$ cat src/rtl/ftq_pkg.sv
// Shared types and constants for the FTQ update scheduler and its resolution FIFO.
package ftq_pkg;

   typedef struct packed {
      int unsigned VLEN;
      int unsigned LOG2_INSTR_PER_FETCH;
   } cfg_t;

   localparam cfg_t cva6_cfg_empty = '{VLEN: 32'd32, LOG2_INSTR_PER_FETCH: 32'd2};

   // Width of an FTQ entry's prediction count (bp_count) and of the remaining counter.
   localparam int unsigned BP_COUNT_W = cva6_cfg_empty.LOG2_INSTR_PER_FETCH + 32'd1;

   typedef struct packed {
      logic [cva6_cfg_empty.VLEN-1:0] pc;
      logic                           taken;
      logic                           mispredict;
   } res_entry_t;

   typedef enum logic [1:0] {
      IDLE   = 2'b00,
      ACTIVE = 2'b01,
      FLUSH  = 2'b10
   } sched_state_e;

endpackage

$ cat src/rtl/ftq_res_fifo.sv
// In-order resolution FIFO: up to NR_PUSH writes per cycle (lower port is older),
// one read per cycle, synchronous clear and free-slot count from registered state.
module ftq_res_fifo
   import ftq_pkg::*;
#(
   parameter type         entry_t = res_entry_t,
   parameter int unsigned DEPTH   = 4,
   parameter int unsigned NR_PUSH = 2
) (
   input  logic                       clk_i,
   input  logic                       rst_i,
   input  logic                       clr_i,
   input  logic [NR_PUSH-1:0]         push_i,
   input  entry_t                     data_i [NR_PUSH],
   input  logic                       pop_i,
   output entry_t                     head_o,
   output logic                       empty_o,
   output logic [$clog2(DEPTH+1)-1:0] free_o
);
   localparam int unsigned PTR_W = (DEPTH > 1) ? $clog2(DEPTH) : 1;
   localparam int unsigned CNT_W = $clog2(DEPTH + 1);

   entry_t           r_mem [DEPTH];
   logic [PTR_W-1:0] r_wptr;
   logic [PTR_W-1:0] r_rptr;
   logic [CNT_W-1:0] r_cnt;

   logic [PTR_W-1:0] w_wr_idx [NR_PUSH];
   logic [CNT_W-1:0] w_push_cnt;
   logic             w_pop;

   // Each accepted push lands after all older pushes of the same cycle.
   always_comb begin
      w_push_cnt = '0;
      for (int i = 0; i < NR_PUSH; i++) begin
         w_wr_idx[i] = r_wptr + w_push_cnt[PTR_W-1:0];
         w_push_cnt  = w_push_cnt + {{(CNT_W-1){1'b0}}, push_i[i]};
      end
      w_pop = pop_i && (r_cnt != '0);
   end

   // Entry storage.
   always_ff @(posedge clk_i) begin
      if (rst_i) begin
         for (int i = 0; i < DEPTH; i++) r_mem[i] <= '0;
      end else begin
         for (int i = 0; i < NR_PUSH; i++) begin
            if (push_i[i] && !clr_i) r_mem[w_wr_idx[i]] <= data_i[i];
         end
      end
   end

   // Pointers and occupancy; clear wins over same-cycle push/pop.
   always_ff @(posedge clk_i) begin
      if (rst_i || clr_i) begin
         r_wptr <= '0;
         r_rptr <= '0;
         r_cnt  <= '0;
      end else begin
         r_wptr <= r_wptr + w_push_cnt[PTR_W-1:0];
         r_rptr <= r_rptr + {{(PTR_W-1){1'b0}}, w_pop};
         r_cnt  <= r_cnt + w_push_cnt - {{(CNT_W-1){1'b0}}, w_pop};
      end
   end

   assign head_o  = r_mem[r_rptr];
   assign empty_o = (r_cnt == '0);
   assign free_o  = CNT_W'(DEPTH) - r_cnt;

endmodule

$ cat src/rtl/ftq_update_sched.sv
// Sequences resolved branches into the predictor update port, pops the FTQ head once
// all its predictions are resolved, and flushes the FTQ after a mispredict update.
module ftq_update_sched
   import ftq_pkg::*;
#(
   parameter cfg_t        CVA6Cfg      = cva6_cfg_empty,
   parameter int unsigned NR_RES_PORTS = 2,
   parameter int unsigned UPD_DEPTH    = 4
) (
   input  logic                                       clk_i,
   input  logic                                       rst_i,
   input  logic                                       flush_i,
   input  logic                                       debug_mode_i,
   input  logic [NR_RES_PORTS-1:0]                    res_valid_i,
   output logic [NR_RES_PORTS-1:0]                    res_ready_o,
   input  logic [NR_RES_PORTS*CVA6Cfg.VLEN-1:0]       res_pc_i,
   input  logic [NR_RES_PORTS-1:0]                    res_taken_i,
   input  logic [NR_RES_PORTS-1:0]                    res_mispredict_i,
   input  logic                                       ftq_empty_i,
   input  logic [CVA6Cfg.LOG2_INSTR_PER_FETCH:0]      ftq_head_count_i,
   output logic                                       ftq_pop_o,
   output logic                                       ftq_flush_o,
   output logic                                       upd_valid_o,
   input  logic                                       upd_ready_i,
   output logic [CVA6Cfg.VLEN-1:0]                    upd_pc_o,
   output logic                                       upd_taken_o,
   output logic                                       upd_mispredict_o,
   output logic                                       busy_o
);
   localparam int unsigned VLEN   = CVA6Cfg.VLEN;
   localparam int unsigned CNT_W  = CVA6Cfg.LOG2_INSTR_PER_FETCH + 32'd1;
   localparam int unsigned FREE_W = $clog2(UPD_DEPTH + 32'd1);

   typedef struct packed {
      logic [VLEN-1:0] pc;
      logic            taken;
      logic            mispredict;
   } entry_t;

   sched_state_e      r_state;
   sched_state_e      w_state_nxt;
   logic [CNT_W-1:0]  r_rem;
   logic [CNT_W-1:0]  w_rem_nxt;
   logic [CNT_W-1:0]  w_rem_dec;

   entry_t              w_res [NR_RES_PORTS];
   entry_t              w_head;
   logic [NR_RES_PORTS-1:0] w_ready;
   logic [NR_RES_PORTS-1:0] w_push;
   logic [FREE_W-1:0]   w_free;
   logic                w_empty;
   logic                w_upd_valid;
   logic                w_hs;
   logic                w_fifo_pop;
   logic                w_fifo_clr;
   logic                w_ftq_pop;
   logic                w_ftq_flush;

   // Port accept and packing; ready looks only at registered occupancy, state and flush.
   always_comb begin
      for (int i = 0; i < NR_RES_PORTS; i++) begin
         w_ready[i] = (w_free >= FREE_W'(i + 1)) && (r_state != FLUSH) && !flush_i;
         w_push[i]  = res_valid_i[i] && w_ready[i];
         w_res[i]   = '{pc: res_pc_i[i*VLEN +: VLEN], taken: res_taken_i[i],
                        mispredict: res_mispredict_i[i]};
      end
   end

   ftq_res_fifo #(
      .entry_t (entry_t),
      .DEPTH   (UPD_DEPTH),
      .NR_PUSH (NR_RES_PORTS)
   ) u_res_fifo (
      .clk_i   (clk_i),
      .rst_i   (rst_i),
      .clr_i   (w_fifo_clr),
      .push_i  (w_push),
      .data_i  (w_res),
      .pop_i   (w_fifo_pop),
      .head_o  (w_head),
      .empty_o (w_empty),
      .free_o  (w_free)
   );

   // Next-state, remaining-prediction counter and FTQ/update strobes.
   always_comb begin
      w_state_nxt = r_state;
      w_rem_nxt   = r_rem;
      w_upd_valid = 1'b0;
      w_hs        = 1'b0;
      w_fifo_pop  = 1'b0;
      w_fifo_clr  = 1'b0;
      w_ftq_pop   = 1'b0;
      w_ftq_flush = 1'b0;
      w_rem_dec   = (r_rem != '0) ? (r_rem - CNT_W'(1)) : r_rem;
      case (r_state)
         IDLE: begin
            if (!ftq_empty_i) begin
               if (ftq_head_count_i == '0) begin
                  w_ftq_pop = 1'b1;
               end else begin
                  w_rem_nxt   = ftq_head_count_i;
                  w_state_nxt = ACTIVE;
               end
            end else begin
               w_state_nxt = IDLE;
            end
         end
         ACTIVE: begin
            w_upd_valid = !w_empty && !debug_mode_i;
            w_hs        = w_upd_valid && upd_ready_i;
            if (w_hs) begin
               w_fifo_pop = 1'b1;
               w_rem_nxt  = w_rem_dec;
               // A mispredict retires the entry through FLUSH, which also drops younger work.
               if (w_head.mispredict) begin
                  w_fifo_clr  = 1'b1;
                  w_rem_nxt   = '0;
                  w_state_nxt = FLUSH;
               end else if (w_rem_dec == '0) begin
                  w_ftq_pop   = 1'b1;
                  w_state_nxt = IDLE;
               end else begin
                  w_state_nxt = ACTIVE;
               end
            end else begin
               w_state_nxt = ACTIVE;
            end
         end
         FLUSH: begin
            w_ftq_flush = 1'b1;
            w_fifo_clr  = 1'b1;
            w_rem_nxt   = '0;
            w_state_nxt = IDLE;
         end
         default: begin
            w_fifo_clr  = 1'b1;
            w_rem_nxt   = '0;
            w_state_nxt = IDLE;
         end
      endcase
      // The external flush owns the FTQ, so only local state is dropped here.
      if (flush_i) begin
         w_fifo_clr  = 1'b1;
         w_rem_nxt   = '0;
         w_ftq_pop   = 1'b0;
         w_state_nxt = IDLE;
      end else begin
         w_fifo_clr  = w_fifo_clr;
      end
   end

   // State and counter registers.
   always_ff @(posedge clk_i) begin
      if (rst_i) begin
         r_state <= IDLE;
         r_rem   <= '0;
      end else begin
         r_state <= w_state_nxt;
         r_rem   <= w_rem_nxt;
      end
   end

   assign res_ready_o      = w_ready;
   assign ftq_pop_o        = w_ftq_pop;
   assign ftq_flush_o      = w_ftq_flush;
   assign upd_valid_o      = w_upd_valid;
   assign upd_pc_o         = w_head.pc;
   assign upd_taken_o      = w_head.taken;
   assign upd_mispredict_o = w_head.mispredict;
   assign busy_o           = !w_empty || (r_state != IDLE);

endmodule

$ cat config.mk
export PLATFORM = sky130hd
export DESIGN_NAME = ftq_update_sched
export DESIGN_NICKNAME = d
export VERILOG_FILES = /design/src/rtl/ftq_pkg.sv /design/src/rtl/ftq_res_fifo.sv /design/src/rtl/ftq_update_sched.sv
export SDC_FILE = /design/constraint.sdc
export NUM_CORES = 1
export LEC_CHECK = 0
export CORE_ASPECT_RATIO = 1.2
export CORE_MARGIN = 1.5
export CORE_UTILIZATION = 56
export DETAILED_ROUTE_END_ITERATION = 7
export GPL_TIMING_DRIVEN = 0
export MAX_ROUTING_LAYER = met4
export PLACE_DENSITY = 0.81
export SYNTH_ARGS = -nofsm -noshare
export SYNTH_HDL_FRONTEND = slang
export SYNTH_HIERARCHICAL = 1
export SYNTH_SLANG_ARGS = --single-unit
$ cat constraint.sdc
create_clock -name clk_i -period 4.9 [get_ports clk_i]
set_input_delay 0.735 -clock clk_i [delete_from_list [all_inputs] [get_ports clk_i]]
set_output_delay 0.735 -clock clk_i [all_outputs]
set_load 0.02 [all_outputs]
==> metrics.cfg, run 1 <==
[worst_setup_path]
crit_type = flip-flop to flip-flop
crit_fanout = 12
reg2reg_from = u_res_fifo/r_cnt[0]$_SDFF_PP0_
crit_buf_inv = 7
regToRegSetupSlack_ps = 880
start_kind = flip-flop
crit_path_end_kind = flip-flop
rr_worst_depth = 15
r2r-end = u_res_fifo/r_mem[1][21]$_DFFE_PP_
slowest_stage = nand3b_1
slowest_delay_ps = 570
cp_cell_sequence = inv_1 -> ha_1 -> ha_1 -> nor4b_4 -> and2_2 -> nand2_1 -> nand2_1 -> buf_4 -> nand4bb_1 -> buf_2 -> clkbuf_1 -> nand3b_1 -> buf_6 -> buf_6 -> buf_8
critical-path-top-delay-family = buffers and inverters
arrival_ps = 4200
critPathRequiredTime_ps = 5080

[global_route]
grt_pass1_vias = 6630
use_met2 = 0.5165
use_met1 = 0.3589
antenna_found_initial = 0
overflow = 0
grt_pass1_wl_mm = 34.96
top_usage_layer = met2
use_met3 = 0.06599
grt_use_total = 0.3074
grt_max_degree = 32

[drt]
wl_per_cell_um = 22.63
totalWireLength_mm = 22.72
vias_per_cell = 6.216
via_count = 6241
initialDrtViolationCount = 623
antenna_left = 0
first_pass_iters = 4
drc = 0

[timing]
skew_ps = 5.077
slew_headroom = 0.5332
setup_tns_ps = 0
report.final.slew_viol_count = 0
layout_setup_ws_ps = 884.1
fmax_mhz = 249.0
period_needed_ps = 4016
finalSetupViolCount = 0
tightest_slew_ps = 700.2
period_share = 0.8196
hold_viol = 0
rsz0062_at_grt = false

[clock_network]
cts_setup_buffers = 0
hold_buffers = 0
cts_buffers = 17
clkLatencyLatePin_ps = 430
clock_path_buffers = 2
cts-resized-gates = 0
root_buffer = clkbuf_16
cts_tree = yes
clk_pin_slew_worst_paths_ps = 60
ctsHtreeMaxLevel = 4
clock-sinks = 148

[placed_design]
gp_congestion = 0.8438
dpl.hpwl_mm = 14.67
portBuffers = 118
dpl_worst_slack_ps = 566.6
place_area_um2 = 9993

[cells_and_area]
nets = 876
stdcell_area_um2 = 10650
drive_gt1_frac = 0.1438
n_antenna_cell = 0
area_delta_synth_final_pct = 26.02

[logic_synthesis]
synth_area_um2 = 8453
syn_area_per_cell_um2 = 13.13
ys_seq_area_frac = 0.5115
synth_warnings = 6
synthCells = 644
yosysUniqueCellTypes = 50
synth_edf_count = 136
synthFlopType = edfxtp_1
synthTopCellsByArea = edfxtp_1, mux4_2, mux2i_1, mux2_1, a31o_1
ys_seq_elements = 148
synth_top_area_cell = edfxtp_1
synth_top_area_share = 0.4831
async_flop_share = 0
synth_nets = 733

[power]
ir_drop_v = 0.0002256
power.density_nw_per_um2 = 313.5
leakage_nw = 4.438

[worst_hold_path]
hold_depth = 1
hp-class = flip-flop to flip-flop
hp-start = r_rem[1]$_SDFFE_PP0P_
min_to = r_rem[1]$_SDFFE_PP0P_

[floorplan]
core-area_um2 = 14900
die_h_um = 137.6
dieArea_um2 = 15840
rows = 49
io_pins = 119
die_x_um = 115.2
start_util = 0.5674

[status]
status = finished, final reports clean

[flow_run]
maxCapViolations = 0

-- layout make-up --
type                            count  area, um^2
Buffer                             53       297.8
Clock buffer                       17       425.4
Clock inverter                     15       234.0
Fill cell                         995        4245
Inverter                           44       165.2
Multi-Input combinational cell    399        3672
Sequential cell                   148        4324
Tap cell                          204       255.2
Timing Repair Buffer              124        1279
-- per-layer routing --
| layer | vias to the layer above | share of wire |
|---|---|---|
| met5 | - | 0 |
| li1 | 2736 | - |
| met2 | 384 | 0.52 |
| met3 | 62 | 0.087 |
| met4 | 0 | 0.029 |
| met1 | 3059 | 0.36 |
-- synth_stat cells, types with 2 or more instances --
| master | instances |
|---|---|
| nand3_1 | 35 |
| nor2_1 | 9 |
| xor2_1 | 2 |
| inv_1 | 44 |
| nand3b_1 | 2 |
| nor4_2 | 2 |
| clkbuf_1 | 25 |
| a32o_1 | 3 |
| nor4b_4 | 2 |
| nor3b_4 | 2 |
| dfxtp_1 | 12 |
| edfxtp_1 | 136 |
| a31o_1 | 34 |
| ha_1 | 9 |
| and3_1 | 34 |
| xnor2_1 | 7 |
| mux2_1 | 34 |
| nor2b_1 | 3 |
| mux2i_1 | 69 |
| nand2b_1 | 4 |
| buf_4 | 8 |
| nand2_1 | 42 |
| buf_6 | 7 |
| and4bb_2 | 2 |
| mux4_2 | 34 |
| o2bb2ai_1 | 2 |
| nor3_1 | 7 |
| and2_1 | 6 |
| a21oi_1 | 2 |
| nor3b_1 | 34 |
| buf_2 | 13 |
-- logic make-up after synthesis --
| family | count (synthesis) | synth area share |
|---|---|---|
| simple gates | 192 | 0.1382 |
| mux | 138 | 0.2189 |
| fa+ha+maj | 10 | 0.01569 |
| buf+inv | 97 | 0.05477 |
| compound gates | 50 | 0.05151 |
| xor+xnor | 9 | 0.009326 |
| flops | 148 | 0.5115 |
-- layout by cell type (no fill, tap or decap), types with 4 or more instances in the layout --
cell type	Yosys	routed
mux2i_1	69	69
a31o_1	34	34
edfxtp_1	136	136
nand2b_1	4	4
dfxtp_1	12	12
xnor2_1	7	7
nand3_1	35	35
nand2_1	42	40
bufinv_16	0	6
and2_1	6	6
mux4_2	34	34
clkbuf_1	25	25
buf_4	8	8
nor3b_1	34	34
and3_1	34	34
mux2_1	34	34
ha_1	9	9
buf_2	13	13
inv_1	44	44
clkbuf_16	0	17
nor3_1	7	7
clkdlybuf4s50_1	0	118
buf_6	7	9
nor2_1	9	9
-- metrics by stage --
step / std cells / total power [mW] / utilization / hold slack, ps
6_report: 1004 / 3.339 / 0.7150 / 533.3
5_1_grt: 1004 / 3.428 / 0.7150 / 573.4
3_5_place_dp: 972 / 1.895 / 0.6708 / 517.3
2_1_floorplan: 644 / 1.686 / - / 492.1
4_1_cts: 1004 / 3.348 / 0.7150 / 532.0
3_3_place_gp: 966 / 1.873 / 0.6638 / 513.9
-- registers in the layout, summed over array words and instances (netlist names) --
| register | count |
|---|---|
| u_res_fifo/r_mem | 136 |
| r_rem | 3 |
| u_res_fifo/r_cnt | 3 |
| r_state | 2 |
| u_res_fifo/r_rptr | 2 |
| u_res_fifo/r_wptr | 2 |
-- report_power, final --
part	internal, mW	switching [mW]
Clock	0.950	0.514
Combinational	0.194	0.216
Sequential	1.45	0.0206
-- worst max-delay path by stage --
stage	from	end	slack (ps)	cells past startpoint
after floorplan	u_res_fifo/r_cnt[0]$_SDFF_PP0_	u_res_fifo/r_mem[2][0]$_DFFE_PP_	930	13
after global placement	debug_mode_i	u_res_fifo/r_mem[1][7]$_DFFE_PP_	-380	10
after detailed placement	debug_mode_i	u_res_fifo/r_mem[1][20]$_DFFE_PP_	570	13
after CTS	u_res_fifo/r_cnt[0]$_SDFF_PP0_	u_res_fifo/r_mem[1][21]$_DFFE_PP_	940	15
after global routing	u_res_fifo/r_cnt[0]$_SDFF_PP0_	u_res_fifo/r_mem[1][21]$_DFFE_PP_	710	15
final	u_res_fifo/r_cnt[0]$_SDFF_PP0_	u_res_fifo/r_mem[1][21]$_DFFE_PP_	880	15
No activity file was read; power rests on OpenSTA's default activity.
==> inputs of run 2 (changes only) <==
==> constraint.sdc (replaced) <==
create_clock -name clk_i -period 4.1 [get_ports clk_i]
set_input_delay 0.615 -clock clk_i [delete_from_list [all_inputs] [get_ports clk_i]]
set_output_delay 0.615 -clock clk_i [all_outputs]
set_load 0.02 [all_outputs]
==> metrics.cfg, run 2 (synthesis gave the netlist of run 1 again) <==
[placed_design]
dpl_worst_slack_ps = -113.4
place_inst = 972
gp_congestion = 0.8438
portBuffers = 118
dpl.hpwl_mm = 14.67

[worst_setup_path]
startpoint = u_res_fifo/r_cnt[0]$_SDFF_PP0_
arrival_ps = 3810
start_kind = flip-flop
regToRegSetupSlack_ps = 410
crit_type = flip-flop to flip-flop
crit_path_end_kind = flip-flop
critPathRequiredTime_ps = 4220
crit_fanout = 31
reg2reg_from = u_res_fifo/r_cnt[0]$_SDFF_PP0_

[floorplan]
start_util = 0.5674
die_x_um = 115.2
dieArea_um2 = 15840
rows = 49
core-area_um2 = 14900
io_pins = 119
die_h_um = 137.6

[timing]
fmax_mhz = 271.1
period_share = 0.8995
report.final.slew_viol_count = 0
finalSetupViolCount = 0
tightest_slew_ps = 707.9
period_needed_ps = 3688
layout_setup_ws_ps = 411.9
rsz0062_at_grt = false
slew_headroom = 0.5281
skew_ps = 6.622
hold_viol = 0

[drt]
wl_met1_mm = 8.473
antenna_left = 0
vias_per_cell = 6.195
drc = 0
highest_layer = met4
first_pass_iters = 5
wl_met3_mm = 1.806
totalWireLength_mm = 22.80
wl_per_cell_um = 22.67
wl_met2_mm = 11.90
initialDrtViolationCount = 544
via_count = 6232

[cells_and_area]
n_antenna_cell = 0
reg_top3 = u_res_fifo/r_mem (136), r_rem (3), u_res_fifo/r_cnt (3)
final_core_util = 0.7160
drive_gt1_frac = 0.1459
top_register = u_res_fifo/r_mem
layoutNonFillerInstCount = 1006
most-common-layout-cells = edfxtp_1, clkdlybuf4s50_1, mux2i_1, inv_1, nand2_1
largest_register_ffs = 136
fillers = 994
area_delta_synth_final_pct = 26.20
nets = 878
layout_commonest_cell = edfxtp_1

[global_route]
antenna_found_initial = 0
grt_max_degree = 32
grt_pass1_vias = 6630
grt_use_total = 0.3074
overflow = 0
grt_pass1_wl_mm = 34.96

[clock_network]
hold_buffers = 0
clock-sinks = 148
clk_pin_slew_worst_paths_ps = 60
clock_path_buffers = 2
cts_setup_buffers = 0
cts_buffers = 17
cts-resized-gates = 0
clkLatencyLatePin_ps = 430
ctsHtreeMaxLevel = 4
root_buffer = clkbuf_16
cts_tree = yes

[flow_run]
maxCapViolations = 0

[power]
leakage_nw = 4.448
power.density_nw_per_um2 = 374.6
ir_drop_v = 0.0002748

[worst_hold_path]
hp-class = flip-flop to flip-flop
hp-start = r_rem[1]$_SDFFE_PP0P_

[status]
status = finished, final reports clean

-- run 2: changes by cell type in the layout (fill, tap and decap cells not counted) --
cell	change
buf_4	+2
-- run 2: worst paths after layout --
check                                           to  cells past startpoint
hold / removal               r_rem[1]$_SDFFE_PP0P_                      1
hold reg to reg              r_rem[1]$_SDFFE_PP0P_                      1
setup / recovery  u_res_fifo/r_mem[0][4]$_DFFE_PP_                     12
setup reg to reg  u_res_fifo/r_mem[0][4]$_DFFE_PP_                     12
-- run 2: critical path, cell delays in order (launching register included) --
cell,delay (ps)
dfxtp_1,350
inv_1,50
ha_1,190
ha_1,270
inv_1,70
nor3_1,40
nor3_1,170
and2_1,300
ha_1,320
nor4b_4,580
clkbuf_1,470
a211o_2,310
buf_12,260
-- run 2: final cells by class --
cell class                      count  area [um^2]  area share
Tap cell                          204        255.2     0.02393
Clock inverter                     15        234.0     0.02193
Buffer                             53        297.8     0.02791
Inverter                           44        165.2     0.01548
Sequential cell                   148         4324      0.4053
Clock buffer                       17        425.4     0.03988
Timing Repair Buffer              126         1294      0.1213
Multi-Input combinational cell    399         3672      0.3442
-- run 2: where the power goes --
part,internal (mW),switching (mW)
sequential,1.73,0.0246
combinational,0.233,0.259
clock,1.13,0.619
-- run 2: metal layers --
| metal | up-vias | track usage |
|---|---|---|
| met5 | - | - |
| met4 | 0 | 0.1310 |
| met3 | 57 | 0.06599 |
| met2 | 370 | 0.5165 |
| met1 | 3068 | 0.3589 |
| li1 | 2737 | - |
-- run 2: stage by stage --
step / cell area [um^2] / hold slack, ps / total power, mW / setup TNS (ps)
finish: 10670 / 533.4 / 3.996 / 0
global route: 10670 / 573.4 / 4.099 / 0
CTS: 10650 / 532.0 / 4.002 / 0
detailed placement: 9993 / 517.3 / 2.264 / -1352
global placement: 9889 / 513.9 / 2.239 / -114540
floorplan: 8453 / 492.1 / 2.015 / 0
